<file path="src/rtl/ex_operand_stage.sv">
// ID/EX pipeline register with EX-stage operand forwarding and load-use bubble insertion.
// Drives ALU operands/function and the registered control bits toward EX/MEM.
module ex_operand_stage #(
   parameter int DATA_W = 32,
   parameter int REG_AW = 5
) (
   input  logic              iClk,
   input  logic              iReset,
   input  logic [DATA_W-1:0] iIdRsVal,
   input  logic [DATA_W-1:0] iIdRtVal,
   input  logic [DATA_W-1:0] iIdImm,
   input  logic [REG_AW-1:0] iIdRs,
   input  logic [REG_AW-1:0] iIdRt,
   input  logic [REG_AW-1:0] iIdRd,
   input  logic              iIdValid,
   input  logic [2:0]        iIdAluCtl,
   input  logic              iIdAluSrc,
   input  logic              iIdRegDst,
   input  logic              iIdRegWrite,
   input  logic              iIdMemRead,
   input  logic              iIdMemWrite,
   input  logic              iIdMemToReg,
   input  logic              iIdBranch,
   input  logic              iFlush,
   input  logic              iExMemRegWrite,
   input  logic [REG_AW-1:0] iExMemWriteReg,
   input  logic [DATA_W-1:0] iExMemResult,
   input  logic              iMemWbRegWrite,
   input  logic [REG_AW-1:0] iMemWbWriteReg,
   input  logic [DATA_W-1:0] iMemWbResult,
   output logic [DATA_W-1:0] oA,
   output logic [DATA_W-1:0] oB,
   output logic [2:0]        oF,
   output logic [DATA_W-1:0] oStoreData,
   output logic [REG_AW-1:0] oWriteReg,
   output logic              oValid,
   output logic              oRegWrite,
   output logic              oMemRead,
   output logic              oMemWrite,
   output logic              oMemToReg,
   output logic              oBranch,
   output logic              oStall
);

   logic [DATA_W-1:0] rs_val_reg, rt_val_reg, imm_reg;
   logic [REG_AW-1:0] rs_reg, rt_reg, rd_reg;
   logic [2:0]        alu_ctl_reg;
   logic              alu_src_reg, reg_dst_reg, reg_write_reg, mem_read_reg;
   logic              mem_write_reg, mem_to_reg_reg, branch_reg, valid_reg;

   logic hazard;
   logic bubble;

   // Conservative: any ID source matching the load's rt stalls, used or not.
   assign hazard = valid_reg & mem_read_reg & (rt_reg != '0) &
                   ((rt_reg == iIdRs) | (rt_reg == iIdRt));
   assign bubble = iFlush | hazard;
   assign oStall = hazard & ~iFlush;

   always_ff @(posedge iClk) begin
      if (iReset || bubble) begin
         rs_val_reg     <= '0;
         rt_val_reg     <= '0;
         imm_reg        <= '0;
         rs_reg         <= '0;
         rt_reg         <= '0;
         rd_reg         <= '0;
         alu_ctl_reg    <= '0;
         alu_src_reg    <= 1'b0;
         reg_dst_reg    <= 1'b0;
         reg_write_reg  <= 1'b0;
         mem_read_reg   <= 1'b0;
         mem_write_reg  <= 1'b0;
         mem_to_reg_reg <= 1'b0;
         branch_reg     <= 1'b0;
         valid_reg      <= 1'b0;
      end else begin
         rs_val_reg     <= iIdRsVal;
         rt_val_reg     <= iIdRtVal;
         imm_reg        <= iIdImm;
         rs_reg         <= iIdRs;
         rt_reg         <= iIdRt;
         rd_reg         <= iIdRd;
         alu_ctl_reg    <= iIdAluCtl;
         alu_src_reg    <= iIdAluSrc;
         reg_dst_reg    <= iIdRegDst;
         reg_write_reg  <= iIdRegWrite;
         mem_read_reg   <= iIdMemRead;
         mem_write_reg  <= iIdMemWrite;
         mem_to_reg_reg <= iIdMemToReg;
         branch_reg     <= iIdBranch;
         valid_reg      <= iIdValid;
      end
   end

   // Operand 0 is rs, operand 1 is rt; EX/MEM wins over MEM/WB, r0 never forwards.
   logic [1:0][REG_AW-1:0] src_num;
   logic [1:0][DATA_W-1:0] src_val;
   logic [1:0][DATA_W-1:0] fwd_val;

   assign src_num[0] = rs_reg;
   assign src_num[1] = rt_reg;
   assign src_val[0] = rs_val_reg;
   assign src_val[1] = rt_val_reg;

   for (genvar gi = 0; gi < 2; gi++) begin : g_fwd
      logic hit_ex_mem;
      logic hit_mem_wb;
      assign hit_ex_mem = iExMemRegWrite & (iExMemWriteReg != '0) & (iExMemWriteReg == src_num[gi]);
      assign hit_mem_wb = iMemWbRegWrite & (iMemWbWriteReg != '0) & (iMemWbWriteReg == src_num[gi]);
      assign fwd_val[gi] = hit_ex_mem ? iExMemResult :
                           hit_mem_wb ? iMemWbResult : src_val[gi];
   end

   assign oA         = fwd_val[0];
   assign oStoreData = fwd_val[1];
   assign oB         = alu_src_reg ? imm_reg : fwd_val[1];
   assign oF         = alu_ctl_reg;
   assign oWriteReg  = reg_dst_reg ? rd_reg : rt_reg;
   assign oValid     = valid_reg;
   assign oRegWrite  = reg_write_reg;
   assign oMemRead   = mem_read_reg;
   assign oMemWrite  = mem_write_reg;
   assign oMemToReg  = mem_to_reg_reg;
   assign oBranch    = branch_reg;

endmodule
</file>
<file path="config.mk">
export PLATFORM = sky130hd
export DESIGN_NAME = ex_operand_stage
export DESIGN_NICKNAME = d
export VERILOG_FILES = /design/src/rtl/ex_operand_stage.sv
export SDC_FILE = /design/constraint.sdc
export NUM_CORES = 1
export LEC_CHECK = 0
export ABC_CLOCK_PERIOD_IN_PS = 4300
export CELL_PAD_IN_SITES_DETAIL_PLACEMENT = 0
export CELL_PAD_IN_SITES_GLOBAL_PLACEMENT = 1
export CORE_UTILIZATION = 28
export CTS_CLUSTER_DIAMETER = 150
export DETAILED_ROUTE_END_ITERATION = 8
export GPL_ROUTABILITY_DRIVEN = 0
export PLACE_DENSITY = 0.92
export SLEW_MARGIN = 10
export SYNTH_ARGS = -nofsm -noshare
export SYNTH_HDL_FRONTEND = slang
export SYNTH_SLANG_ARGS = --single-unit
</file>
<file path="constraint.sdc">
create_clock -name iClk -period 4.3 [get_ports iClk]
set_input_delay 1.29 -clock iClk [delete_from_list [all_inputs] [get_ports iClk]]
set_output_delay 1.29 -clock iClk [all_outputs]
set_load 0.01 [all_outputs]
</file>
==> impl_metrics.ini <==
[cts]
cts.sink_count = 122
clockBufferDepth = 2
number_of_buffers_added_by_the_clock_tree_synthesis_step = 17
cts.clk_slew.worst_paths_ns = 0.05
cts.hold.buffers_added = 0
clk-insertion-delay-late_ns = 0.41
cts_tree = yes
htreeDepth = 4
cts.root.buffer_cell = clkbuf_16

[power_and_ir_drop]
leakage_nw = 4.96
ir_worst_vdd_mv = 0.249
power_per_unit_of_standard_cell_area_nw_per_um2 = 290

[synthesis]
synth_enable_flop_cells = 0
synth_ff_type = dfxtp_1
avg_synthesized_cell_area_um2 = 8.97
synthesis.area_um2 = 5800
synth_largest_area_cell = dfxtp_1
post-synth-top-area-fraction_pct = 42.1
synth_top_cells_by_area = dfxtp_1 (42%), and2_1 (13%), mux2_2 (6.8%)
nets_in_the_synthesized_netlist = 848
ys.warnings.count = 0
synth_seq_area_share_pct = 42.1
async_flop_share_pct = 0
yosys_register_bits = 122
syn_inst = 647
ys_top_cells_by_count = and2_1 (122), dfxtp_1 (122), nor2_1 (40)
synth_cell_type_count = 32

[grt]
antenna_found_initial = 0
grt_remaining_overflow = 0
grt_util_all_layers_pct = 23.0
grt_max_degree = 64
wire_length_of_the_first_global_routing_pass_um = 36900
number_of_global_route_vias_before_repair = 6422

[layout]
flow.area_growth_from_synthesis_pct = 108
design_area_um2 = 12100
drive_above_1_share_pct = 40.9
fin_nets = 1269
diodes = 0

[die]
die_y_um = 146
die_area_um2 = 21300
core_area_um2 = 20300
die_x_um = 146
start_util_pct = 28.6
core.rowCount = 52
ios = 312

[worst_setup_path]
crit_path_end_kind = output port
timing.critical_path.required_ns = 3.01
criticalPathCategory = in2out
critical_path.startpoint_type = primary input
critical_path_peak_fanout = 7
timing.critical_path.arrival_ns = 3.32

[routing]
route.antenna.remaining_nets = 0
detailedRoute.firstIterationViolations = 200
wl_um = 25700
dr_total_vias = 6308
firstDrtPassIters = 4
routed_wire_length_per_instance_um = 19.0
drcViolationCount = 0
routed_via_density = 4.68

[timing]
clock_skew_ns = 0.00578
finalSetupViolations = 71
fmax_ghz = 0.217
fin_setup_tns_ns = -10.20
timing_max_transition_violations_final = 0
unrepaired_setup_endpoints_after_global_routing = true
final_hold_viol_count = 0
min_period_ns = 4.61
timing.slew.headroom_pct = 23.0
worstMarginPinSlew_ns = 1.15
post-route-period-util_pct = 107
final_critical_path_setup_slack_ns = -0.312

[run_status]
violated_checks = setup timing
run_status = finished, violations left

[placed_design]
placement.cell_area_um2 = 9510
place_hpwl_um = 15200
portBuffers = 311
pre_cts_ws_ns = -0.938

[job]
maxcap_viol_count = 0

[hold_path]
min_path_type = reg2reg
==> power by group <==
part	internal, mW	switching [mW]	total [mW]
Sequential	1.18	0.0286	1.21
Clock	1.01	0.516	1.52
Combinational	0.479	0.295	0.774
==> critical path, stage by stage <==
cell and delay (ns):
buf_6 0.10, or4_4 0.55, o211ai_4 0.19, buf_12 0.13
or2_4 0.17, buf_6 0.12, buf_12 0.14, a31oi_4 0.10
buf_6 0.13, mux2_4 0.27, buf_6 0.13
==> per-stage QoR <==
step / std cells / utilization [%] / hold WS (ns) / power (mW)
floorplan: 647 / - / 0.987 / 1.43
global route: 1349 / 59.5 / 1.28 / 3.64
CTS: 1326 / 56.6 / 1.22 / 3.48
detailed placement: 1233 / 46.9 / 1.20 / 1.83
global placement: 1233 / 46.9 / 1.20 / 1.83
finish: 1349 / 59.5 / 1.20 / 3.50
==> cell type report <==
type / count / area [µm²]
clock buffer: 22 / 474
clock inverter: 8 / 143
fill: 1694 / 8210
inverter: 31 / 116
multi-input combinational: 440 / 3940
sequential: 122 / 2440
tap: 270 / 338
timing repair buffer: 456 / 4630
==> cells by family after synthesis <==
group,synth area share [%]
buf+inv,7.25
mux,12.3
flops,42.1
compound gates,10.8
simple gates,23.0
xor+xnor,4.53
==> worst paths after layout <==
check	start	to	slack (ns)	cells past startpoint
max	iExMemWriteReg[1]	oB[17]	-0.31	11
min	oMemRead$_SDFF_PP0_	rd_reg[4]$_SDFF_PP0_	1.20	4
max reg2reg	rt_reg[3]$_SDFF_PP0_	rt_val_reg[23]$_SDFF_PP0_	2.08	5
min reg2reg	oMemRead$_SDFF_PP0_	rd_reg[4]$_SDFF_PP0_	1.20	4
==> routing by layer <==
layer | routed length (µm) | GRT usage [%]
met1 | 10100 | 25.4
met2 | 13300 | 41.5
met3 | 1760 | 6.74
met4 | 507 | 8.11
met5 | 0 | 0
==> cell usage in the layout, fill, tap and decap left out, types with 4 or more instances in the layout <==
master / n
mux2i_4: 6
a21oi_1: 14
nor2_4: 9
buf_12: 23
o21ai_0: 26
buf_6: 105
nand2_1: 5
or3_1: 28
mux2_4: 11
nor3_2: 25
bufinv_16: 4
mux2_2: 24
xnor2_2: 11
xnor2_1: 15
clkbuf_16: 19
inv_1: 30
nor2_2: 8
nor3_1: 4
and2_1: 122
a31oi_4: 27
dfxtp_1: 121
mux2i_1: 24
buf_4: 59
nor2_1: 23
a21oi_2: 18
buf_2: 52
o21ai_1: 5
xor2_1: 4
clkdlybuf4s50_1: 202
==> timing repair <==
item	4_1_cts	5_1_grt
gates resized for setup	626	121
endpoints found under the setup margin	96	97
cloned	9	2
buffers inserted	60	31
pin swaps	19	32
Power figures use the tool's default switching activity.
